`src/rtl/neuron_fire_scheduler_if.sv`:
```
// Stimulus, ADC handshake and neuron-bus signals of neuron_fire_scheduler.
// master: the stimulus/ADC side. slave: the scheduler.
interface neuron_fire_scheduler_if;
  logic               req_n1;
  logic               req_n2;
  logic               adc_start;
  logic               adc_drdy;
  logic signed [11:0] adc_data;
  logic signed [11:0] neuron_12bit;
  logic               fireN1;
  logic               fireN2;
  logic               busy;
  logic               timeout_err;
  logic [2:0]         assoc_level;

  modport master (
    output req_n1, req_n2, adc_drdy, adc_data,
    input  adc_start, neuron_12bit, fireN1, fireN2, busy, timeout_err, assoc_level
  );

  modport slave (
    input  req_n1, req_n2, adc_drdy, adc_data,
    output adc_start, neuron_12bit, fireN1, fireN2, busy, timeout_err, assoc_level
  );
endinterface

```
`src/rtl/neuron_fire_scheduler.sv`:
```
// neuron_fire_scheduler: arbitrates N1/N2 stimuli for one shared ADC
// conversion, latches the sample onto the neuron bus and opens the matching
// fire window. Optional pairing counter / conditioned response under
// `NEURON_ASSOC_LEARN_EN (undefined: assoc_level tied to 0).
module neuron_fire_scheduler #(
  parameter int FIRE_CYCLES  = 1040,
  parameter int ADC_TIMEOUT  = 255,
  parameter int ASSOC_THRESH = 4
) (
  input  logic                    CLK104MHZ,
  input  logic                    CPU_RESETN,
  neuron_fire_scheduler_if.slave  bus
);
  typedef enum logic [1:0] {IDLE, CONVERT, FIRE, GAP} state_t;

  localparam logic [15:0] FIRE_LAST = 16'(FIRE_CYCLES - 1);
  localparam logic [15:0] TO_LAST   = 16'(ADC_TIMEOUT - 1);
  localparam logic [2:0]  ASSOC_TH  = 3'(ASSOC_THRESH);

  state_t       state, state_nxt;
  logic [1:0]   req_q, pend, rise, grant;   // bit0 = N1, bit1 = N2
  logic         cur_gnt;                    // 0 = N1, 1 = N2; doubles as last_grant
  logic [15:0]  cnt;                        // timeout count in CONVERT, window count in FIRE
  logic signed [11:0] sample;
  logic         start_q, tout_q;
  logic [2:0]   assoc;
  logic         conditioned;

  assign rise = {bus.req_n2, bus.req_n1} & ~req_q;

  // Edge detect and one-deep pending flags; a new edge beats the grant clear.
  always_ff @(posedge CLK104MHZ or negedge CPU_RESETN) begin
    if (!CPU_RESETN) begin
      req_q <= '0;
      pend  <= '0;
    end else begin
      req_q <= {bus.req_n2, bus.req_n1};
      pend  <= (pend & ~grant) | rise;
    end
  end

  // State register.
  always_ff @(posedge CLK104MHZ or negedge CPU_RESETN) begin
    if (!CPU_RESETN) state <= IDLE;
    else             state <= state_nxt;
  end

  // Next state and grant; a tie goes to the requester not served last.
  always_comb begin
    state_nxt = state;
    grant     = '0;
    case (state)
      IDLE: begin
        if (|pend) begin
          state_nxt = CONVERT;
          if (pend[0] && (!pend[1] || cur_gnt)) grant = 2'b01;
          else                                  grant = 2'b10;
        end
      end
      CONVERT: begin
        if (bus.adc_drdy)        state_nxt = FIRE;
        else if (cnt == TO_LAST) state_nxt = GAP;
      end
      FIRE:    if (cnt == FIRE_LAST) state_nxt = GAP;
      GAP:     state_nxt = IDLE;
      default: state_nxt = IDLE;
    endcase
  end

  // Datapath: grant record, start/timeout pulses, sample latch, phase counter.
  always_ff @(posedge CLK104MHZ or negedge CPU_RESETN) begin
    if (!CPU_RESETN) begin
      cur_gnt <= 1'b1;
      cnt     <= '0;
      sample  <= '0;
      start_q <= 1'b0;
      tout_q  <= 1'b0;
    end else begin
      start_q <= |grant;
      tout_q  <= (state == CONVERT) && !bus.adc_drdy && (cnt == TO_LAST);
      if (|grant) cur_gnt <= grant[1];
      if (state == CONVERT && bus.adc_drdy) sample <= bus.adc_data;
      // Counter restarts on every state change so each phase counts from 0.
      if (state_nxt != state || state == IDLE) cnt <= '0;
      else                                     cnt <= cnt + 16'd1;
    end
  end

`ifdef NEURON_ASSOC_LEARN_EN
  // Pairing counter: one step per tie arbitration, saturating at 7.
  always_ff @(posedge CLK104MHZ or negedge CPU_RESETN) begin
    if (!CPU_RESETN)
      assoc <= '0;
    else if (state == IDLE && (&pend) && assoc != 3'd7)
      assoc <= assoc + 3'd1;
  end
`else
  assign assoc = '0;
`endif

  // With assoc tied to 0 and a threshold of at least 1 this is constant 0.
  assign conditioned = (assoc >= ASSOC_TH);

  assign bus.adc_start    = start_q;
  assign bus.timeout_err  = tout_q;
  assign bus.neuron_12bit = sample;
  assign bus.busy         = (state != IDLE);
  assign bus.fireN1       = (state == FIRE) && (!cur_gnt || conditioned);
  assign bus.fireN2       = (state == FIRE) && cur_gnt;
  assign bus.assoc_level  = assoc;
endmodule

```
`src/flat_wrapper.sv`:
```
// flat-port wrapper written by rule: the top's interface ports become plain ports
module neuron_fire_scheduler_flat 
#(
  parameter int FIRE_CYCLES  = 1040,
  parameter int ADC_TIMEOUT  = 255,
  parameter int ASSOC_THRESH = 4
)
  (CLK104MHZ, CPU_RESETN, bus_req_n1, bus_req_n2, bus_adc_drdy, bus_adc_data, bus_adc_start, bus_neuron_12bit, bus_fireN1, bus_fireN2, bus_busy, bus_timeout_err, bus_assoc_level);
  neuron_fire_scheduler_if bus_i ();
  input  logic CLK104MHZ;
  input  logic CPU_RESETN;
  input wire logic [$bits(bus_i.req_n1)-1:0] bus_req_n1;
  input wire logic [$bits(bus_i.req_n2)-1:0] bus_req_n2;
  input wire logic [$bits(bus_i.adc_drdy)-1:0] bus_adc_drdy;
  input wire logic [$bits(bus_i.adc_data)-1:0] bus_adc_data;
  output wire logic [$bits(bus_i.adc_start)-1:0] bus_adc_start;
  output wire logic [$bits(bus_i.neuron_12bit)-1:0] bus_neuron_12bit;
  output wire logic [$bits(bus_i.fireN1)-1:0] bus_fireN1;
  output wire logic [$bits(bus_i.fireN2)-1:0] bus_fireN2;
  output wire logic [$bits(bus_i.busy)-1:0] bus_busy;
  output wire logic [$bits(bus_i.timeout_err)-1:0] bus_timeout_err;
  output wire logic [$bits(bus_i.assoc_level)-1:0] bus_assoc_level;
  assign bus_i.req_n1 = bus_req_n1;
  assign bus_i.req_n2 = bus_req_n2;
  assign bus_i.adc_drdy = bus_adc_drdy;
  assign bus_i.adc_data = bus_adc_data;
  assign bus_adc_start = bus_i.adc_start;
  assign bus_neuron_12bit = bus_i.neuron_12bit;
  assign bus_fireN1 = bus_i.fireN1;
  assign bus_fireN2 = bus_i.fireN2;
  assign bus_busy = bus_i.busy;
  assign bus_timeout_err = bus_i.timeout_err;
  assign bus_assoc_level = bus_i.assoc_level;
  neuron_fire_scheduler #(.FIRE_CYCLES(FIRE_CYCLES), .ADC_TIMEOUT(ADC_TIMEOUT), .ASSOC_THRESH(ASSOC_THRESH)) u_core (.CLK104MHZ(CLK104MHZ), .CPU_RESETN(CPU_RESETN), .bus(bus_i));
endmodule
```
`config.mk`:
```
export PLATFORM = sky130hd
export DESIGN_NAME = neuron_fire_scheduler_flat
export DESIGN_NICKNAME = d
export VERILOG_FILES = /design/src/rtl/neuron_fire_scheduler_if.sv /design/src/rtl/neuron_fire_scheduler.sv /design/src/flat_wrapper.sv
export SDC_FILE = /design/constraint.sdc
export NUM_CORES = 1
export LEC_CHECK = 0
export BUFFER_PORTS_ARGS = -buffer_cell sky130_fd_sc_hd__buf_2
export CORE_MARGIN = 4
export CORE_UTILIZATION = 30
export DETAILED_ROUTE_END_ITERATION = 10
export PLACE_DENSITY = 0.49
export SLEW_MARGIN = 20
export SYNTH_ARGS = -nofsm -noshare
export SYNTH_HDL_FRONTEND = slang
export SYNTH_SLANG_ARGS = --single-unit
```
`constraint.sdc`:
```
create_clock -name CLK104MHZ -period 3.2 [get_ports CLK104MHZ]
set_input_delay 0.96 -clock CLK104MHZ [delete_from_list [all_inputs] [get_ports CLK104MHZ]]
set_output_delay 0.96 -clock CLK104MHZ [all_outputs]
set_load 0.05 [all_outputs]
```
==> summary.txt, run 1 <==
Global route
  • Global-route total usage across every layer: 10.5%
  • Antenna violations before repair: 0
  • Pin count of the biggest net entering global routing: 38
  • Wire length of the first global-routing pass: between 5000 and 6000 um
  • GRT Residual Overflow: 0
  • Vias in the first global route: between 1000 and 1500

Power
  • Power density over the cells: 909 mW/mm^2
  • IR Drop Worst-Case VDD: roughly 440 uV
  • Clock network fraction of design power: between 20% and 30%
  • Switching power: 794 uW
  • Static leakage power: about 0.00088 uW
  • Comb power frac: 41.3%
  • Sw Ratio: between 40% and 50%
  • Reg power frac: between 30% and 40%
  • P_int: around 1100 uW

Floorplan
  • Die extent in x: between 80 and 90 um
  • Height of the chip: 83.4 um
  • Total Die Area: approximately 0.0070 mm^2
  • Core Rows: 27
  • Initial core utilization: between 30% and 40%
  • Io pins: 37
  • Std-Cell Core Area: roughly 0.0055 mm^2

Synthesis
  • Synthesis Warnings: 0
  • Number of enable-type register cells in the synthesized netlist: 0
  • Sequential fraction of the synthesis area: roughly 54%
  • Yosys cell types: 34
  • Synthesized netlist cell count: 150
  • Flops & latches, synth: 37
  • Area share of the largest cell type after synthesis: 52.8%
  • Average size of a mapped cell: approximately 11 um^2
  • Cell accounting for the most synthesized area: sky130_fd_sc_hd__dfrtp_1
  • Async S/R FF share, synth: between 90% and 100%
  • Mapped cell area: 0.00171 mm^2
  • Flip-flop cell with the highest count after synthesis: sky130_fd_sc_hd__dfrtp_1
  • Cell types occupying the most area after synthesis: sky130_fd_sc_hd__dfrtp_1 (53%), sky130_fd_sc_hd__mux2_2 (7.9%), sky130_fd_sc_hd__xnor2_1 (6.7%)

Timing
  • Tightest slew margin relative to the limit: around 46%
  • Final-layout worst hold slack: between 400 and 500 ps
  • Highest achievable clock rate: approximately 0.43 GHz
  • Slew of the pin with the lowest slew margin: approximately 800 ps
  • Hold Vio Cnt, Final: 0
  • Final setup violation count: 0
  • Tcrit/Tclk final: 72.7%
  • Unrepaired setup endpoints after global routing: no
  • Final Slew Violations: 0
  • Crit path time final: roughly 2300 ps
  • Clock Skew: approximately 6.7 ps
  • Aggregate negative setup slack: 0 ps

Critical path
  • Critical path startpoint: u_core.state[1]
  • Longest individual stage delay on the worst path: approximately 400 ps
  • Cell with the largest stage delay on the worst path: sky130_fd_sc_hd__dfrtp_1
  • Worst R2R Setup Slack: 1260 ps
  • Setup Crit Path Kind: register to output pin
  • Endpoint of the most critical setup path: bus_fireN2
  • Endpoint kind of the worst setup timing path: output pin
  • Critical path buffer and inverter count: 1
  • Worst EP required: roughly 2200 ps
  • Startpoint type of the worst setup path: register
  • Reg-to-Reg Start: u_core.cnt[12]
  • Largest fanout of any net on the critical path: 5
  • Cell family with the largest share of critical-path delay: simple AND/OR/NAND/NOR gates
  • Chain of cells forming the critical path: nor2b_1 > and2_1 > buf_2
  • Worst path arrival time: roughly 1400 ps
  • Depth of the worst register-to-register path: 4
  • Worst reg2reg path endpoint: u_core.cnt[14]
  • Critical path depth in cells: 3

Flow run
  • Count of maximum capacitance violations: 0

Final layout
  • Most common library cell in the layout ignoring fill and taps: sky130_fd_sc_hd__dfrtp_1
  • Number of diodes: 0
  • Core occupancy in the finished layout: between 30% and 40%
  • P&R area growth vs syn: 19.6%
  • Area of combinational cells with multiple inputs: ~710 um^2
  • Post-layout instance area: 0.00204 mm^2
  • Share of final-layout standard cells stronger than drive strength 1: between 30 and 40%
  • Final-layout fill cell count: 556
  • Reg area: ~900 um^2
  • Most frequent cells in the layout: sky130_fd_sc_hd__dfrtp_1 (36), sky130_fd_sc_hd__buf_2 (33), sky130_fd_sc_hd__a21oi_1 (16), sky130_fd_sc_hd__xnor2_1 (13), sky130_fd_sc_hd__mux2_2 (12)
  • Layout Nets: between 200 and 250

Placed design
  • HPWL after detailed placement: 2360 um
  • GPL Wtd Cong: 0.762
  • Number of port buffers: 33
  • Placed Area: 0.00193 mm^2

Clocking
  • CTS Sinks: 37
  • H-Tree Level Count: 2
  • Skew-Pair Late Insertion Delay: roughly 280 ps
  • CTS tree: built
  • Maximum root-to-sink buffer count: 2
  • Number of CTS-inserted buffers: 5
  • Cell at the root of the clock tree: sky130_fd_sc_hd__clkbuf_8
  • Post-CTS setup buffer count: 0
  • # resized after CTS: 0
  • Clock transition at the registers of the reported paths: ~70 ps
  • CTS hold repair buffers: 0

Worst hold path
  • Classification of the worst-slack hold path: register to register

Routing
  • Aggregate routed wire length: 3340 um
  • Average wire per standard cell: between 10 and 15 um
  • Number of routed nets with antenna violations: 0
  • DR vias/cell: roughly 4.7
  • DRC violations left: 0
  • Number of search-and-repair iterations in the first detailed-routing pass: 5
  • 1st-iter DRT viols: 49
  • Routed vias: ~1200

Run status
  • Status: finished clean
[worst min-delay path by stage]
stage                    start             end  slack [ps]  depth (start not counted)
2_1_floorplan  u_core.req_q[0]  u_core.pend[0]         400                          1
3_3_place_gp   u_core.req_q[0]  u_core.pend[0]         400                          1
3_5_place_dp   u_core.req_q[0]  u_core.pend[0]         420                          1
4_1_cts        u_core.req_q[0]  u_core.pend[0]         430                          1
5_1_grt        u_core.req_q[0]  u_core.pend[0]         430                          1
6_report       u_core.req_q[0]  u_core.pend[0]         420                          1
[layer usage]
layer  global-route usage, %  vias to the layer above  share of wire, %
met5                       0                        -                 0
met4                    3.51                        0              0.66
met3                    3.97                        2               7.4
met2                    15.5                       48                44
met1                    14.1                      577                47
li1                        -                      586                 -
[cell usage after synthesis (2+ instances only)]
| library cell | count |
|---|---|
| sky130_fd_sc_hd__a21oi_1 | 16 |
| sky130_fd_sc_hd__a21oi_2 | 2 |
| sky130_fd_sc_hd__buf_2 | 2 |
| sky130_fd_sc_hd__buf_4 | 3 |
| sky130_fd_sc_hd__dfrtp_1 | 36 |
| sky130_fd_sc_hd__ha_1 | 2 |
| sky130_fd_sc_hd__inv_1 | 8 |
| sky130_fd_sc_hd__mux2_2 | 12 |
| sky130_fd_sc_hd__nand2_1 | 5 |
| sky130_fd_sc_hd__nand2b_1 | 2 |
| sky130_fd_sc_hd__nand3_1 | 4 |
| sky130_fd_sc_hd__nand3b_1 | 2 |
| sky130_fd_sc_hd__nand4_1 | 3 |
| sky130_fd_sc_hd__nor2_1 | 9 |
| sky130_fd_sc_hd__nor2b_1 | 2 |
| sky130_fd_sc_hd__nor3_1 | 7 |
| sky130_fd_sc_hd__nor4_1 | 4 |
| sky130_fd_sc_hd__o21ai_0 | 3 |
| sky130_fd_sc_hd__xnor2_1 | 13 |
[layout make-up]
type	count	area share [%]
Timing Repair Buffer	33	8.09
Clock inverter	1	1.47
Tap cell	72	4.41
Multi-Input combinational cell	101	34.9
Inverter	8	1.47
Clock buffer	7	4.23
Sequential cell	37	45.4
[logic make-up (layout without fill, tap and decap cells)]
logic type,count (synthesis),after routing,share of synthesized area [%]
AND/OR/NAND/NOR,46,46,16.0
flip-flops,37,37,54.3
AO/OA/AOI/OAI,24,24,8.58
XOR/XNOR,14,14,7.18
buffers and inverters,14,49,4.33
multiplexers,12,12,7.92
adder cells (fa/ha/maj),2,2,1.47
other,1,3,0.220
[power by group through the flow]
stage	clock network [uW]	logic (uW)	registers, uW
6_report	408	766	682
5_1_grt	451	821	704
4_1_cts	427	777	683
3_5_place_dp	0	776	692
3_3_place_gp	0	762	684
2_1_floorplan	0	316	976
[metrics by stage]
step	setup slack, ps	std cells	total power (uW)
floorplan	1030	152	1290
global placement	1140	251	1450
detailed placement	1140	251	1470
CTS	835	259	1890
global route	730	259	1980
finish	872	259	1860
[registers in the layout, indices dropped and copies added, names as in the netlist]
register,flops
u_core.pend,2
u_core.req_q,2
u_core.bus.adc_start,1
u_core.cnt,16
u_core.state,2
u_core.cur_gnt,1
u_core.bus.timeout_err,1
u_core.bus.neuron_12bit,12
No activity file was read; power rests on OpenSTA's default activity.
==> inputs of run 2 (changes only) <==
--- a/config.mk
+++ b/config.mk
@@ -9,7 +9,7 @@
 export CORE_MARGIN = 4
 export CORE_UTILIZATION = 30
 export DETAILED_ROUTE_END_ITERATION = 10
-export PLACE_DENSITY = 0.49
+export PLACE_DENSITY = 0.51
 export SLEW_MARGIN = 20
 export SYNTH_ARGS = -nofsm -noshare
 export SYNTH_HDL_FRONTEND = slang
==> constraint.sdc (replaced) <==
create_clock -name CLK104MHZ -period 2.1 [get_ports CLK104MHZ]
set_input_delay 0.63 -clock CLK104MHZ [delete_from_list [all_inputs] [get_ports CLK104MHZ]]
set_output_delay 0.63 -clock CLK104MHZ [all_outputs]
set_load 0.05 [all_outputs]
==> run 2 against run 1 <==
  * First-iteration DRC count up 10%
  * Via count up 1.1%
  * Sequential share of layout area down 0.19 points
  * Highest routed layer unchanged
  * Largest power group unchanged
  * Sequential power up 51%
  * Sequential cell count unchanged
  * Critical path depth unchanged
  * Core utilization up 0.16 points
  * Critical endpoint unchanged
==> summary.txt, run 2 (synthesized netlist as in run 1, its figures left out) <==
Critical path
  • Setup Crit Path Kind: register to output pin
  • Endpoint kind of the worst setup timing path: output pin
  • Startpoint type of the worst setup path: register
  • Worst path arrival time: 1360 ps (about the same)
  • Largest fanout of any net on the critical path: 5 (unchanged)
  • Worst EP required: 1470 ps (-770 ps)

Floorplan
  • Die extent in x: 83.4 um (unchanged)
  • Std-Cell Core Area: 0.00551 mm^2 (unchanged)
  • Height of the chip: 83.4 um (unchanged)
  • Total Die Area: 0.00696 mm^2 (unchanged)
  • Io pins: 37 (unchanged)
  • Core Rows: 27 (unchanged)
  • Initial core utilization: 31.0% (unchanged)

Clocking
  • Cell at the root of the clock tree: sky130_fd_sc_hd__clkbuf_8
  • Clock transition at the registers of the reported paths: 80 ps (about the same)
  • Maximum root-to-sink buffer count: 2 (unchanged)
  • Number of CTS-inserted buffers: 5 (unchanged)
  • CTS tree: built
  • CTS Sinks: 37 (unchanged)
  • Post-CTS setup buffer count: 0 (unchanged)
  • # resized after CTS: 0 (unchanged)
  • Skew-Pair Late Insertion Delay: 290 ps (about the same)
  • CTS hold repair buffers: 0 (unchanged)
  • H-Tree Level Count: 2 (unchanged)

Power
  • Reg power frac: 38.0% (+1.2 points)
  • Sw Ratio: 45.2% (+2.5 points)
  • Power density over the cells: 1320 mW/mm^2 (+46%)
  • Static leakage power: 0.000892 uW (+1.0%)
  • IR Drop Worst-Case VDD: 578 uV (+31%)
  • P_int: 1490 uW (+40%)
  • Switching power: 1230 uW (+55%)
  • Comb power frac: 44.1% (+2.8 points)
  • Clock network fraction of design power: 17.8% (-4.2 points)

Timing
  • Crit path time final: between 1500 and 2000 ps
  • Final setup violation count: 0 (unchanged)
  • Final Slew Violations: 0 (unchanged)
  • Tcrit/Tclk final: between 90% and 100%
  • Hold Vio Cnt, Final: 0 (unchanged)
  • Post-route worst setup slack: 114 ps (-758 ps)
  • Clock Skew: 7.58 ps (+0.930 ps)
  • Aggregate negative setup slack: 0 ps (unchanged)
  • Highest achievable clock rate: 0.504 GHz
  • Final-layout worst hold slack: 282 ps (-137 ps)
  • Unrepaired setup endpoints after global routing: no

Global route
  • Antenna violations before repair: 0 (unchanged)
  • GRT Residual Overflow: 0 (unchanged)
  • Wire length of the first global-routing pass: 5670 um (-5.3%)
  • Pin count of the biggest net entering global routing: 20 (-47%)
  • Met3 layer usage reported by global route: 4.46% (+0.50 points)
  • Vias in the first global route: 1238 (-0.32%)
  • Met2 track demand over resource: 15.8% (+0.36 points)
  • GR Util met1: 12.1% (-2.0 points)
  • Most congested layer reported by global routing: met2
  • Global-route total usage across every layer: 9.86% (-0.62 points)

Placed design
  • GPL Wtd Cong: 0.705 (-7.4%)
  • Number of port buffers: 33 (unchanged)
  • Placed Area: 0.00197 mm^2 (+2.2%)
  • HPWL after detailed placement: 2370 um (+0.37%)
  • Pre-CTS setup slack: 422 ps (-718 ps)

Final layout
  • Most common library cell in the layout ignoring fill and taps: sky130_fd_sc_hd__dfrtp_1
  • Share of final-layout standard cells stronger than drive strength 1: 33.5% (+1.4 points)
  • Layout Nets: 209 (+2.0%)
  • Max FFs per register: 16 (unchanged)
  • Number of diodes: 0 (unchanged)
  • Most frequent cells in the layout: sky130_fd_sc_hd__dfrtp_1 (36), sky130_fd_sc_hd__buf_2 (33), sky130_fd_sc_hd__a21oi_1 (16), sky130_fd_sc_hd__xnor2_1 (13), sky130_fd_sc_hd__mux2_2 (12)
  • Post-layout instance area: 0.00205 mm^2 (+0.43%)
  • Reg with most FFs: u_core.cnt
  • P&R area growth vs syn: 20.2%

Flow run
  • Count of maximum capacitance violations: 0 (unchanged)

Run status
  • Status: finished clean

Routing
  • Number of search-and-repair iterations in the first detailed-routing pass: 5 (unchanged)
  • Average wire per standard cell: 12.6 um (-2.3%)
  • 1st-iter DRT viols: 54 (+10%)
  • DRC violations left: 0 (unchanged)
  • Number of routed nets with antenna violations: 0 (unchanged)
  • DR vias/cell: 4.66 (-0.47%)
  • Aggregate routed wire length: 3310 um (-0.75%)
  • Routed vias: 1226 (+1.1%)

Worst hold path
  • Classification of the worst-slack hold path: input port to asynchronous set/reset pin
==> run 2: cell types whose count changed in the layout (fill, tap and decap cells not counted) <==
cell and delta:
sky130_fd_sc_hd__buf_12 +1, sky130_fd_sc_hd__buf_4 +3, sky130_fd_sc_hd__bufinv_16 -1, sky130_fd_sc_hd__clkbuf_8 -1
sky130_fd_sc_hd__clkinv_2 +2
==> run 2: path summary, 6_finish.rpt <==
check                                 from                          to  slack (ps)  cells after the start
hold reg to reg            u_core.req_q[0]              u_core.pend[0]         430                      1
setup reg to reg            u_core.cnt[12]               u_core.cnt[3]         450                      5
min in group CLK104MHZ     u_core.req_q[0]              u_core.pend[0]         430                      1
hold / removal                  CPU_RESETN        u_core.bus.adc_start         280                      1
setup / recovery           u_core.state[0]                  bus_fireN2         110                      3
max in group asynchronous       CPU_RESETN  u_core.bus.neuron_12bit[8]        1360                      2
==> run 2: final cells by class <==
cell class / instances / area, um^2
Fill cell: 556 / 3460
Sequential cell: 37 / 927
Multi-Input combinational cell: 101 / 713
Timing Repair Buffer: 37 / 208
Tap cell: 72 / 90.1
Clock buffer: 6 / 72.6
Inverter: 8 / 30.0
Clock inverter: 2 / 10.0
==> run 2: power by group through the flow <==
stage	registers (uW)	logic [uW]	clock network [uW]
global route	1070	1280	537
finish	1030	1200	484
global placement	1040	1210	0
CTS	1030	1210	503
floorplan	1490	482	0
detailed placement	1050	1210	0
==> run 2: through the flow <==
step,utilization [%],power [uW],instances
3_5_place_dp,35.7,2260,255
5_1_grt,37.2,2880,263
6_report,37.2,2710,263
2_1_floorplan,-,1970,152
3_3_place_gp,35.7,2250,255
4_1_cts,37.2,2750,263
==> run 2: worst max-delay path, stage by stage, from the launching register on <==
cell and delay (ps):
sky130_fd_sc_hd__dfrtp_1 420, sky130_fd_sc_hd__nor2b_1 240, sky130_fd_sc_hd__and2_1 160, sky130_fd_sc_hd__buf_2 260
==> run 2: routing by layer <==
layer / share of wire, % / up-vias
li1: - / 595
met1: 47 / 579
met2: 44 / 47
met3: 8.8 / 5
met4: 0.88 / 0
met5: 0 / -
==> inputs of run 3 (changes only) <==
--- a/config.mk
+++ b/config.mk
@@ -7,9 +7,9 @@
 export LEC_CHECK = 0
 export BUFFER_PORTS_ARGS = -buffer_cell sky130_fd_sc_hd__buf_2
 export CORE_MARGIN = 4
-export CORE_UTILIZATION = 30
+export CORE_UTILIZATION = 48
 export DETAILED_ROUTE_END_ITERATION = 10
-export PLACE_DENSITY = 0.51
+export PLACE_DENSITY = 0.75
 export SLEW_MARGIN = 20
 export SYNTH_ARGS = -nofsm -noshare
 export SYNTH_HDL_FRONTEND = slang
==> run 3 against run 2 <==
  * Sequential share of layout area increased by 1.7 points
  * Critical path type unchanged
  * Largest power group unchanged
  * Non-clock buffer count decreased by 1
  * First-iteration DRC count decreased by 15%
  * Global-route usage increased by 5.7 points
  * Count of clock-buffer cells in the layout decreased by 1
  * Combinational power about the same
==> summary.txt, run 3 (synthesized netlist as in run 1, its figures left out) <==
Run status
  • Status: finished clean

Timing
  • Unrepaired setup endpoints after global routing: no
  • Hold Vio Cnt, Final: 0 (unchanged)
  • Highest achievable clock rate: 0.504 GHz (about the same)
  • Aggregate negative setup slack: 0 ps (unchanged)
  • Slew of the pin with the lowest slew margin: approximately 560 ps
  • Final Slew Violations: 0 (unchanged)
  • Tcrit/Tclk final: 94.5% (about the same)
  • Tightest slew margin relative to the limit: 62.2%
  • Final setup violation count: 0 (unchanged)
  • Final-layout worst hold slack: 310 ps (+28.1 ps)
  • Crit path time final: 1980 ps (-1.40 ps)
  • Clock Skew: 6.63 ps (-0.953 ps)

Clocking
  • Skew-Pair Late Insertion Delay: 340 ps (+50 ps)
  • CTS hold repair buffers: 0 (unchanged)
  • CTS tree: built
  • Number of CTS-inserted buffers: 5 (unchanged)
  • Clock transition at the registers of the reported paths: 110 ps (+30 ps)
  • CTS Sinks: 37 (unchanged)
  • Maximum root-to-sink buffer count: 2 (unchanged)
  • Cell at the root of the clock tree: sky130_fd_sc_hd__clkbuf_4
  • Post-CTS setup buffer count: 0 (unchanged)
  • H-Tree Level Count: 2 (unchanged)

Global route
  • Vias in the first global route: 1213 (-2.0%)
  • Global-route total usage across every layer: 15.6% (+5.7 points)
  • Antenna violations before repair: 0 (unchanged)
  • GRT Residual Overflow: 0 (unchanged)
  • Wire length of the first global-routing pass: 5280 um (-6.9%)
  • Pin count of the biggest net entering global routing: 38 (+90%)

Final layout
  • Core occupancy in the finished layout: 58.3% (+21 points)
  • Number of diodes: 0 (unchanged)
  • Most common library cell in the layout ignoring fill and taps: sky130_fd_sc_hd__dfrtp_1
  • Max FFs per register: 16 (unchanged)
  • Final-layout fill cell count: 285 (-49%)
  • Reg with most FFs: u_core.cnt
  • Share of final-layout standard cells stronger than drive strength 1: 34.7% (+1.2 points)
  • P&R area growth vs syn: 15.8%
  • Area of combinational cells with multiple inputs: 718 um^2 (+0.70%)
  • Reg area: 927 um^2 (unchanged)
  • Layout Nets: 208 (-0.48%)
  • Most frequent cells in the layout: sky130_fd_sc_hd__dfrtp_1 (36), sky130_fd_sc_hd__buf_2 (33), sky130_fd_sc_hd__a21oi_1 (16), sky130_fd_sc_hd__xnor2_1 (13), sky130_fd_sc_hd__mux2_2 (12)

Routing
  • 1st-iter DRT viols: 46 (-15%)
  • Average wire per standard cell: 13.3 um (+5.8%)
  • Number of search-and-repair iterations in the first detailed-routing pass: 4 (-1)
  • Routed vias: 1219 (-0.57%)
  • DRC violations left: 0 (unchanged)
  • Aggregate routed wire length: 3140 um (-5.1%)
  • Number of routed nets with antenna violations: 0 (unchanged)
  • DR vias/cell: 5.17 (+11%)

Floorplan
  • Std-Cell Core Area: 0.00339 mm^2 (-38%)
  • Io pins: 37 (unchanged)
  • Initial core utilization: 50.4% (+19 points)
  • Height of the chip: 67.6 um (-19%)
  • Total Die Area: 0.00457 mm^2 (-34%)
  • Core Rows: 21 (-22%)
  • Die extent in x: 67.6 um (-19%)

Power
  • Power density over the cells: 1310 mW/mm^2 (-0.72%)
  • Power consumption: 2600 uW (-4.4%)
  • Static leakage power: 0.000869 uW (-2.5%)
  • IR Drop Worst-Case VDD: 453 uV (-22%)

Critical path
  • Worst R2R Setup Slack: 430 ps (-20 ps)
  • Endpoint kind of the worst setup timing path: output pin
  • Worst path arrival time: 1350 ps (about the same)
  • Worst reg2reg path endpoint: u_core.cnt[15]
  • Startpoint type of the worst setup path: register
  • Reg-to-Reg Start: u_core.cnt[12]
  • Worst EP required: 1470 ps (about the same)
  • Setup Crit Path Kind: register to output pin
  • Depth of the worst register-to-register path: 5 (unchanged)
  • Largest fanout of any net on the critical path: 5 (unchanged)

Flow run
  • Count of maximum capacitance violations: 0 (unchanged)

Placed design
  • HPWL after detailed placement: 2310 um (-2.7%)
  • Number of port buffers: 33 (unchanged)
  • GPL Wtd Cong: 0.840 (+19%)

Worst hold path
  • Classification of the worst-slack hold path: input port to asynchronous set/reset pin
## run 3: cell count changes in the layout (fill, tap and decap cells not counted), sizes merged
| cell | delta |
|---|---|
| buf | -1 |
| clkbuf | -1 |
| clkinvlp | +1 |
## run 3: critical path: stages, from the launching register on
cell	delay (ps)
sky130_fd_sc_hd__dfrtp_1	440
sky130_fd_sc_hd__nor2b_2	190
sky130_fd_sc_hd__and2_1	140
sky130_fd_sc_hd__buf_2	250
## run 3: what timing repair did
item / 4_1_cts / 5_1_grt
resized for setup: 0 / 2
endpoints found under the hold margin: 0 / 0
setup endpoints to repair: 0 / 2
## run 3: cell type report
class	instances	area share [%]
Clock inverter	3	0.887
Tap cell	46	2.91
Timing Repair Buffer	36	9.50
Sequential cell	37	46.9
Multi-Input combinational cell	101	36.4
Clock buffer	5	1.90
Inverter	8	1.52
## run 3: power breakdown
part | switching [uW] | total (uW) | internal (uW)
clock network | 230 | 356 | 126
registers | 128 | 1040 | 913
logic | 861 | 1200 | 339
total | 1220 | 2600 | 1380
## run 3: layer usage
| metal | up-vias | part of all wire, % | track usage (%) |
|---|---|---|---|
| li1 | 592 | - | - |
| met1 | 600 | 39 | 17.0 |
| met2 | 21 | 54 | 28.4 |
| met3 | 6 | 5.1 | 4.49 |
| met4 | 0 | 1.3 | 5.32 |
| met5 | - | 0 | 0 |
## run 3: worst max-delay path by stage
stage / from / endpoint / slack [ps] / cells after the start
after CTS: u_core.state[0] / bus_fireN2 / 40 / 3
after floorplan: u_core.state[0] / bus_fireN1 / 260 / 2
after global routing: u_core.state[1] / bus_fireN2 / 20 / 3
after global placement: bus_adc_drdy / u_core.bus.neuron_12bit[8] / 420 / 3
final: u_core.state[0] / bus_fireN2 / 120 / 3
after detailed placement: bus_adc_drdy / u_core.bus.neuron_12bit[3] / 360 / 3
## run 3: metrics by stage
stage	setup WS [ps]	cells	instance area, um^2
floorplan	260	152	1710
global placement	420	228	1920
detailed placement	362	228	1920
CTS	41.1	236	1970
global route	21.5	236	1980
finish	115	236	1980
